File: src/rtl/init_mac_seq.sv
// init_mac_seq: table-driven Avalon-MM master that brings a MAC up after reset.
// Walks a parametrised command list (WRITE / POLL / DELAY / END). Bus accesses and
// polls are guarded by timeouts. mac_inited gates the downstream datapath.
//
// state   | meaning
// --------+------------------------------------------------------------
// IDLE    | after reset, waits for AUTO_START or start
// FETCH   | latch entry idx, clear counters, dispatch on opcode
// WRITE   | WR asserted, held until BUSY low or bus timeout
// READ    | RD asserted, held until BUSY low or bus timeout, captures DAT_I
// CMP     | masked compare of read data, retry or advance
// DELAY   | down-count the entry data value
// DONE    | sequence complete, mac_inited high
// ERR     | sequence aborted, error/err_idx/err_code valid
module init_mac_seq #(
    parameter int                         ADDR_W       = 10,
    parameter int                         DATA_W       = 32,
    parameter int                         N_CMD        = 8,
    parameter logic [2*N_CMD-1:0]         CMD_OP       = '0,
    parameter logic [ADDR_W*N_CMD-1:0]    CMD_ADDR     = '0,
    parameter logic [DATA_W*N_CMD-1:0]    CMD_DATA     = '0,
    parameter logic [DATA_W*N_CMD-1:0]    CMD_MASK     = '1,
    parameter int                         POLL_TIMEOUT = 1000,
    parameter int                         BUS_TIMEOUT  = 255,
    parameter bit                         AUTO_START   = 1'b1
) (
    input  logic              clk,
    input  logic              reset_n,
    output logic [ADDR_W-1:0] ADR_O,
    input  logic [DATA_W-1:0] DAT_I,
    output logic [DATA_W-1:0] DAT_O,
    output logic              RD,
    output logic              WR,
    input  logic              BUSY,
    input  logic              start,
    output logic              seq_busy,
    output logic              mac_inited,
    output logic              error,
    output logic [7:0]        err_idx,
    output logic [1:0]        err_code
);

    localparam int IDX_W  = $clog2(N_CMD + 1);
    localparam int BUS_W  = (BUS_TIMEOUT  < 1) ? 1 : $clog2(BUS_TIMEOUT + 1);
    localparam int POLL_W = (POLL_TIMEOUT < 1) ? 1 : $clog2(POLL_TIMEOUT + 1);

    localparam logic [1:0] OP_WRITE = 2'd0;
    localparam logic [1:0] OP_POLL  = 2'd1;
    localparam logic [1:0] OP_DELAY = 2'd2;
    localparam logic [1:0] OP_END   = 2'd3;

    localparam logic [1:0] ERR_POLL = 2'd1;
    localparam logic [1:0] ERR_BUS  = 2'd2;

    typedef enum logic [2:0] {
        S_IDLE,
        S_FETCH,
        S_WRITE,
        S_READ,
        S_CMP,
        S_DELAY,
        S_DONE,
        S_ERR
    } state_t;

    state_t              r_state;
    state_t              w_state_nxt;

    logic [IDX_W-1:0]    r_idx,        w_idx_nxt;
    logic [ADDR_W-1:0]   r_addr,       w_addr_nxt;
    logic [DATA_W-1:0]   r_data,       w_data_nxt;
    logic [DATA_W-1:0]   r_mask,       w_mask_nxt;
    logic [DATA_W-1:0]   r_rdata,      w_rdata_nxt;
    logic [DATA_W-1:0]   r_dly_cnt,    w_dly_cnt_nxt;
    logic [BUS_W-1:0]    r_bus_cnt,    w_bus_cnt_nxt;
    logic [POLL_W-1:0]   r_poll_cnt,   w_poll_cnt_nxt;
    logic                r_rd,         w_rd_nxt;
    logic                r_wr,         w_wr_nxt;
    logic                r_seq_busy,   w_seq_busy_nxt;
    logic                r_mac_inited, w_mac_inited_nxt;
    logic                r_error,      w_error_nxt;
    logic [7:0]          r_err_idx,    w_err_idx_nxt;
    logic [1:0]          r_err_code,   w_err_code_nxt;

    logic [1:0]          w_tab_op;
    logic [ADDR_W-1:0]   w_tab_addr;
    logic [DATA_W-1:0]   w_tab_data;
    logic [DATA_W-1:0]   w_tab_mask;
    logic                w_last;
    logic                w_match;

    // Select the table entry addressed by idx; past the end reads back as END.
    always_comb begin
        w_tab_op   = OP_END;
        w_tab_addr = '0;
        w_tab_data = '0;
        w_tab_mask = '0;
        for (int i = 0; i < N_CMD; i++) begin
            if (r_idx == IDX_W'(i)) begin
                w_tab_op   = CMD_OP[2*i +: 2];
                w_tab_addr = CMD_ADDR[ADDR_W*i +: ADDR_W];
                w_tab_data = CMD_DATA[DATA_W*i +: DATA_W];
                w_tab_mask = CMD_MASK[DATA_W*i +: DATA_W];
            end
        end
    end

    // Finishing the last table entry goes straight to DONE, skipping an
    // end-of-table FETCH cycle.
    assign w_last  = (r_idx == IDX_W'(N_CMD - 1));
    assign w_match = ((r_rdata & r_mask) == (r_data & r_mask));

    // Next-state, datapath and registered-output decode.
    always_comb begin
        w_state_nxt      = r_state;
        w_idx_nxt        = r_idx;
        w_addr_nxt       = r_addr;
        w_data_nxt       = r_data;
        w_mask_nxt       = r_mask;
        w_rdata_nxt      = r_rdata;
        w_dly_cnt_nxt    = r_dly_cnt;
        w_bus_cnt_nxt    = r_bus_cnt;
        w_poll_cnt_nxt   = r_poll_cnt;
        w_err_idx_nxt    = r_err_idx;
        w_err_code_nxt   = r_err_code;

        case (r_state)
            S_IDLE: begin
                if (AUTO_START || start) begin
                    w_state_nxt = S_FETCH;
                    w_idx_nxt   = '0;
                end
            end

            S_FETCH: begin
                w_addr_nxt     = w_tab_addr;
                w_data_nxt     = w_tab_data;
                w_mask_nxt     = w_tab_mask;
                w_dly_cnt_nxt  = w_tab_data;
                w_bus_cnt_nxt  = BUS_W'(BUS_TIMEOUT);
                w_poll_cnt_nxt = POLL_W'(POLL_TIMEOUT);
                if (r_idx == IDX_W'(N_CMD)) begin
                    w_state_nxt = S_DONE;
                end else begin
                    case (w_tab_op)
                        OP_WRITE: w_state_nxt = S_WRITE;
                        OP_POLL:  w_state_nxt = S_READ;
                        OP_DELAY: w_state_nxt = S_DELAY;
                        default:  w_state_nxt = S_DONE;
                    endcase
                end
            end

            S_WRITE, S_READ: begin
                if (!BUSY) begin
                    if (r_state == S_READ) begin
                        w_rdata_nxt = DAT_I;
                        w_state_nxt = S_CMP;
                    end else begin
                        w_idx_nxt   = r_idx + IDX_W'(1);
                        w_state_nxt = w_last ? S_DONE : S_FETCH;
                    end
                end else if (r_bus_cnt <= BUS_W'(1)) begin
                    w_state_nxt    = S_ERR;
                    w_err_code_nxt = ERR_BUS;
                    w_err_idx_nxt  = 8'(r_idx);
                end else begin
                    w_bus_cnt_nxt = r_bus_cnt - BUS_W'(1);
                end
            end

            S_CMP: begin
                if (w_match) begin
                    w_idx_nxt   = r_idx + IDX_W'(1);
                    w_state_nxt = w_last ? S_DONE : S_FETCH;
                end else if (r_poll_cnt <= POLL_W'(1)) begin
                    w_state_nxt    = S_ERR;
                    w_err_code_nxt = ERR_POLL;
                    w_err_idx_nxt  = 8'(r_idx);
                end else begin
                    w_poll_cnt_nxt = r_poll_cnt - POLL_W'(1);
                    w_bus_cnt_nxt  = BUS_W'(BUS_TIMEOUT);
                    w_state_nxt    = S_READ;
                end
            end

            // A loaded count of 0 or 1 both finish after a single cycle here.
            S_DELAY: begin
                if (r_dly_cnt <= DATA_W'(1)) begin
                    w_idx_nxt   = r_idx + IDX_W'(1);
                    w_state_nxt = w_last ? S_DONE : S_FETCH;
                end else begin
                    w_dly_cnt_nxt = r_dly_cnt - DATA_W'(1);
                end
            end

            S_DONE, S_ERR: begin
                if (start) begin
                    w_state_nxt    = S_FETCH;
                    w_idx_nxt      = '0;
                    w_err_idx_nxt  = '0;
                    w_err_code_nxt = '0;
                end
            end

            default: w_state_nxt = S_IDLE;
        endcase

        w_rd_nxt         = (w_state_nxt == S_READ);
        w_wr_nxt         = (w_state_nxt == S_WRITE);
        w_seq_busy_nxt   = (w_state_nxt != S_IDLE) && (w_state_nxt != S_DONE) &&
                           (w_state_nxt != S_ERR);
        w_mac_inited_nxt = (w_state_nxt == S_DONE);
        w_error_nxt      = (w_state_nxt == S_ERR);
    end

    // State, datapath and output registers; reset drops RD/WR immediately.
    always_ff @(posedge clk or negedge reset_n) begin
        if (!reset_n) begin
            r_state      <= S_IDLE;
            r_idx        <= '0;
            r_addr       <= '0;
            r_data       <= '0;
            r_mask       <= '0;
            r_rdata      <= '0;
            r_dly_cnt    <= '0;
            r_bus_cnt    <= '0;
            r_poll_cnt   <= '0;
            r_rd         <= 1'b0;
            r_wr         <= 1'b0;
            r_seq_busy   <= 1'b0;
            r_mac_inited <= 1'b0;
            r_error      <= 1'b0;
            r_err_idx    <= '0;
            r_err_code   <= '0;
        end else begin
            r_state      <= w_state_nxt;
            r_idx        <= w_idx_nxt;
            r_addr       <= w_addr_nxt;
            r_data       <= w_data_nxt;
            r_mask       <= w_mask_nxt;
            r_rdata      <= w_rdata_nxt;
            r_dly_cnt    <= w_dly_cnt_nxt;
            r_bus_cnt    <= w_bus_cnt_nxt;
            r_poll_cnt   <= w_poll_cnt_nxt;
            r_rd         <= w_rd_nxt;
            r_wr         <= w_wr_nxt;
            r_seq_busy   <= w_seq_busy_nxt;
            r_mac_inited <= w_mac_inited_nxt;
            r_error      <= w_error_nxt;
            r_err_idx    <= w_err_idx_nxt;
            r_err_code   <= w_err_code_nxt;
        end
    end

    assign ADR_O      = r_addr;
    assign DAT_O      = r_data;
    assign RD         = r_rd;
    assign WR         = r_wr;
    assign seq_busy   = r_seq_busy;
    assign mac_inited = r_mac_inited;
    assign error      = r_error;
    assign err_idx    = r_err_idx;
    assign err_code   = r_err_code;

endmodule

File: config.mk
export PLATFORM = sky130hd
export DESIGN_NAME = init_mac_seq
export DESIGN_NICKNAME = d
export VERILOG_FILES = /design/src/rtl/init_mac_seq.sv
export SDC_FILE = /design/constraint.sdc
export NUM_CORES = 1
export LEC_CHECK = 0
export ABC_AREA = 1
export BUFFER_PORTS_ARGS = -buffer_cell sky130_fd_sc_hd__buf_2
export CAP_MARGIN = 5
export CORE_MARGIN = 2
export CORE_UTILIZATION = 35
export DETAILED_ROUTE_END_ITERATION = 10
export SYNTH_ARGS = -nofsm -noshare
export SYNTH_HDL_FRONTEND = slang
export SYNTH_SLANG_ARGS = --single-unit
File: constraint.sdc
create_clock -name clk -period 2 [get_ports clk]
set_input_delay 0.4 -clock clk [delete_from_list [all_inputs] [get_ports clk]]
set_output_delay 0.4 -clock clk [all_outputs]
set_load 0.1 [all_outputs]
==> results of run 1 <==
==> cells by family after synthesis <==
family	after synthesis	share of synthesized area (%)
adder cells (fa/ha/maj)	10	2.02
flip-flops	101	40.7
AND/OR/NAND/NOR	439	29.8
AO/OA/AOI/OAI	51	4.62
multiplexers	32	5.81
XOR/XNOR	39	5.51
other	1	0.0604
buffers and inverters	121	11.5
==> worst max-delay path: stages, from the launching register on <==
cell     delay (ps)
dfrtp_1         460
nor2_2          240
inv_2           140
a21oi_1         360
o21a_1          210
nand2_4         140
nand2_1          90
o21ai_1          60
==> metrics by stage <==
step	instances	util, %	worst slack [ps]	instance area (um^2)	hold WS (ps)
after floorplan	839	-	243	6370	104
final	1079	40.1	183	6940	244
after global placement	1060	37.9	84.8	6550	368
after detailed placement	1060	37.9	95.3	6550	371
after global routing	1079	40.1	5.00	6940	234
after CTS	1077	39.7	68.7	6860	231
==> sequential cells by signal (all words and copies together) (netlist names) <==
name,cells
r_bus_cnt,8
mac_inited,1
r_dly_cnt,32
error,1
WR,1
r_state,3
r_idx,4
err_idx,4
err_code,2
r_rdata,32
r_mask,1
seq_busy,1
RD,1
r_poll_cnt,10
==> Yosys cell counts (all sizes together) <==
cell    count  share of area (%)
o22ai       2               0.20
nor3        4               0.32
xnor2       2               0.28
xor2       37                5.2
nand3      63                5.1
nand2     224                 14
clkbuf      2               0.12
conb        1              0.060
ha         10                2.0
nor4        1               0.10
buf        67                8.2
a21oi       7               0.56
o21ai      39                3.5
nor2      130                8.1
a31oi       1               0.10
nand4       9               0.91
o21a        1               0.12
dfrtp     101                 41
or2         4               0.40
inv        52                3.1
nand3b      2               0.24
o21bai      1               0.12
nor3b       2               0.24
mux2       32                5.8
==> cell type report <==
type / instances / area (um^2)
Tap cell: 225 / 282
Timing Repair Buffer: 67 / 438
Fill cell: 1803 / 10400
Multi-Input combinational cell: 618 / 3200
Clock buffer: 10 / 239
Sequential cell: 101 / 2530
Clock inverter: 6 / 57.6
Inverter: 52 / 198
==> final timing paths <==
kind                             from            to  slack [ps]  cells past startpoint
min reg2reg                err_idx[0]    err_idx[0]         490                      2
min                         DAT_I[27]   r_rdata[27]         240                      2
max reg2reg                r_state[2]  r_bus_cnt[1]         180                      7
max                        r_state[2]  r_bus_cnt[1]         180                      7
max in group asynchronous     reset_n  r_dly_cnt[6]         880                      3
min in group asynchronous     reset_n    r_rdata[6]         510                      2
==> metal layers <==
metal / vias to the layer above / global-route usage (%) / part of all wire [%]
met3: 10 / 3.74 / 4.1
li1: 2536 / - / -
met1: 2295 / 20.3 / 48
met2: 81 / 24.2 / 47
met4: 0 / 3.67 / 0.93
met5: - / 0 / 0
==> what timing repair did <==
item / 4_1_cts / 5_1_grt
resized for setup: 0 / 16
hold buffers: 1 / 0
setup buffers: 0 / 1
endpoints found under the setup margin: 0 / 43
endpoints found under the hold margin: 28 / 0
==> results.json, run 1 <==
{
  "root_buffer": "clkbuf_16",
  "required_ps": 2240,
  "grt_pass1_wl_um": 22400,
  "synth_area_per_cell_um2": 7.81,
  "synth_seq_cells": 101,
  "end_kind": "flip-flop",
  "drtPass1Iterations": 4,
  "antenna_found_initial": 0,
  "cts_max_level": 3,
  "synth.cell_area_um2": 6200,
  "nets": 895,
  "routed_wl_um": 13400,
  "grt_pass1_vias": 4619,
  "setup_tns_ps": 0,
  "clk_pin_slew_ps": 80,
  "setup.worst_path.start_class": "flip-flop",
  "hold_class": "in2reg",
  "mostFrequentLayoutCells": "205 x nand2_1, 123 x nor2_1, 100 x dfrtp_1, 62 x nand3_1, 46 x conb_1",
  "ys_seq_area_share_pct": 40.7,
  "cts_tree": "yes",
  "clockBufferDepth": 2,
  "setup_viol": 0,
  "fmax_ghz": 0.550,
  "ys_types": 36,
  "synthCells": 794,
  "ant_nets": 0,
  "syn2layout_area_growth_pct": 11.9,
  "cap_violations": 0,
  "first_iter_violations": 352,
  "cts.sinks": 101,
  "num_rows": 48,
  "pin_count": 93,
  "fin_crit_ps": 1820,
  "mostFrequentLayoutCell": "nand2_1",
  "ys_warn_count": 0,
  "initial_core_util_pct": 35.9,
  "outcome": "complete, no violations",
  "hold_viol_final": 0,
  "cp.arrival_ps": 2060,
  "vias": 4922,
  "grtUsageTotal_pct": 15.1,
  "wl_per_cell_um": 12.4,
  "period_share_pct": 90.8,
  "viasPerCell": 4.56,
  "routabilityCongestion": 0.847,
  "placeableCoreArea_um2": 17300,
  "critPathKind": "reg2reg",
  "die_x_um": 137,
  "fin_worst_skew_ps": 9.66,
  "crit_path_max_fanout": 16,
  "drive_gt1_share_pct": 15.5,
  "place_hpwl_um": 9570,
  "portBuffers": 46,
  "drc": 0,
  "num_antenna_cells": 0,
  "rsz0062_at_grt": "no",
  "die_area_um2": 18800,
  "die_h_um": 137,
  "cts_made_buffers": 9,
  "slew_violations": 0,
  "clk_latency_ps": 360,
  "grt_max_degree": 48,
  "overflow": 0
}
Power of run 1 is not shown: default switching activity piles up to over one toggle a cycle in this logic, so the estimate is an artifact.
==> inputs of run 2 (changes only) <==
--- a/config.mk
+++ b/config.mk
@@ -10,7 +10,9 @@
 export CAP_MARGIN = 5
 export CORE_MARGIN = 2
 export CORE_UTILIZATION = 35
+export CTS_BUF_LIST = sky130_fd_sc_hd__clkbuf_16
 export DETAILED_ROUTE_END_ITERATION = 10
+export SETUP_SLACK_MARGIN = 0.15
 export SYNTH_ARGS = -nofsm -noshare
 export SYNTH_HDL_FRONTEND = slang
 export SYNTH_SLANG_ARGS = --single-unit
==> results.json, run 2 (synthesized netlist as in run 1, its figures left out) <==
{
  "outcome": "complete, no violations",
  "routed_wl_um": 13900,
  "placeableCoreArea_um2": 17300,
  "clk_pin_slew_ps": 80,
  "first_iter_violations": 269,
  "crit_path_max_fanout": 6,
  "grt_pass1_wl_um": 22500,
  "hold_viol_final": 0,
  "grt_pass1_vias": 4666,
  "clockBufferDepth": 2,
  "drc": 0,
  "root_buffer": "clkbuf_16",
  "path_buf_inv": 2,
  "initial_core_util_pct": 35.9,
  "pin_count": 93,
  "end_kind": "flip-flop",
  "syn2layout_area_growth_pct": 16.0,
  "mostFrequentLayoutCell": "nand2_1",
  "setup.worst_path.start_class": "flip-flop",
  "setup_viol": 0,
  "cts_made_buffers": 9,
  "grt_max_degree": 48,
  "mostFrequentLayoutCells": "202 x nand2_1, 111 x nor2_1, 95 x dfrtp_1, 60 x nand3_1, 46 x conb_1",
  "required_ps": 2280,
  "wl_per_cell_um": 12.8,
  "ant_nets": 0,
  "num_rows": 48,
  "critPathKind": "reg2reg",
  "startpoint": "r_poll_cnt[0]",
  "seq_area_um2": 2530,
  "clk_latency_ps": 360,
  "cts.sinks": 101,
  "multiInputGateArea_um2": 3310,
  "cp.arrival_ps": 2090,
  "overflow": 0,
  "antenna_found_initial": 0,
  "cts_max_level": 3,
  "cap_violations": 0,
  "die_h_um": 137,
  "r2r_slack_ps": 180,
  "hold_class": "in2reg",
  "critPathMaxStageDelay_ps": 400,
  "fin_area_um2": 7200,
  "finish.utilization_pct": 41.6,
  "setup_tns_ps": 0,
  "nets": 906,
  "fillerInstances": 1768,
  "drive_gt1_share_pct": 19.8,
  "placed_cell_area_um2": 6550,
  "routabilityCongestion": 0.847,
  "vias": 5062,
  "period_share_pct": 90.9,
  "fmax_ghz": 0.550,
  "r2r-start": "r_poll_cnt[0]",
  "slew_violations": 0,
  "path_cells": "buf_4 > ha_1 > o21ai_0 > nor2_1 > o21ai_1 > nand2_4 > buf_4 > o21ai_0",
  "cts_tree": "yes",
  "die_x_um": 137,
  "drtPass1Iterations": 6,
  "viasPerCell": 4.64,
  "grtUsageTotal_pct": 15.2,
  "largestRegisters": "r_dly_cnt (32), r_rdata (32), r_poll_cnt (10)",
  "fin_worst_hold_slack_ps": 245,
  "worst_path_max_delay_cell": "dfrtp_1",
  "fin_worst_skew_ps": 9.17,
  "place_hpwl_um": 9570,
  "die_area_um2": 18800,
  "hp-start": "DAT_I[27]",
  "rsz0062_at_grt": "yes",
  "num_antenna_cells": 0,
  "portBuffers": 46,
  "fin_crit_ps": 1820,
  "critical_path.top_delay_family": "compound AO/OA/AOI/OAI gates"
}
-- run 2: cell count changes in the layout (fill, tap and decap cells not counted), moves of 3 or more --
cell / change
nand2_1: -3
dfrtp_2: +5
dfrtp_1: -5
clkbuf_16: +3
inv_1: -3
nand2_4: +3
buf_4: +8
nor2_2: +11
nor2_1: -12
-- run 2: cell type report --
type                       count  share of cell area [%]
clock inverter                 7                   0.852
sequential                   101                    35.2
multi-input combinational    618                    46.0
tap                          225                    3.91
inverter                      52                    2.78
clock buffer                   9                    3.13
timing repair buffer          78                    8.08
-- run 2: per-layer routing --
| layer | routed length (um) | global-route usage (%) |
|---|---|---|
| met1 | 6470 | 20.4 |
| met2 | 6600 | 24.5 |
| met3 | 700 | 3.74 |
| met4 | 156 | 3.67 |
| met5 | 0 | 0 |
-- run 2: metrics by stage --
step	instances	setup slack [ps]
after global routing	1090	75.7
after CTS	1078	150
after floorplan	839	243
after global placement	1060	84.8
final	1090	183
after detailed placement	1060	95.3
-- run 2: worst register-to-register path, cell delays in order (launching register included) --
cell and delay, ps:
dfrtp_1 400, buf_4 160, ha_1 200, o21ai_0 140
nor2_1 90, o21ai_1 280, nand2_4 130, buf_4 160
o21ai_0 170
-- run 2: timing repair --
item,in CTS,in global routing
buffers inserted,1,8
endpoints found under the setup margin,18,60
hold endpoints to repair,28,0
pin swaps,0,9
gates cloned,0,4
gates resized for setup,6,51
hold buffers,1,0
-- run 2: worst paths after layout --
kind	to	cells past startpoint
worst max register to register	r_poll_cnt[9]	8
worst min register to register	err_idx[0]	2
min in group asynchronous	r_rdata[6]	2
max in group asynchronous	r_dly_cnt[8]	3
worst min-delay path	r_rdata[27]	2
worst max-delay path	r_poll_cnt[9]	8
Power of run 2 is left out for the same reason.
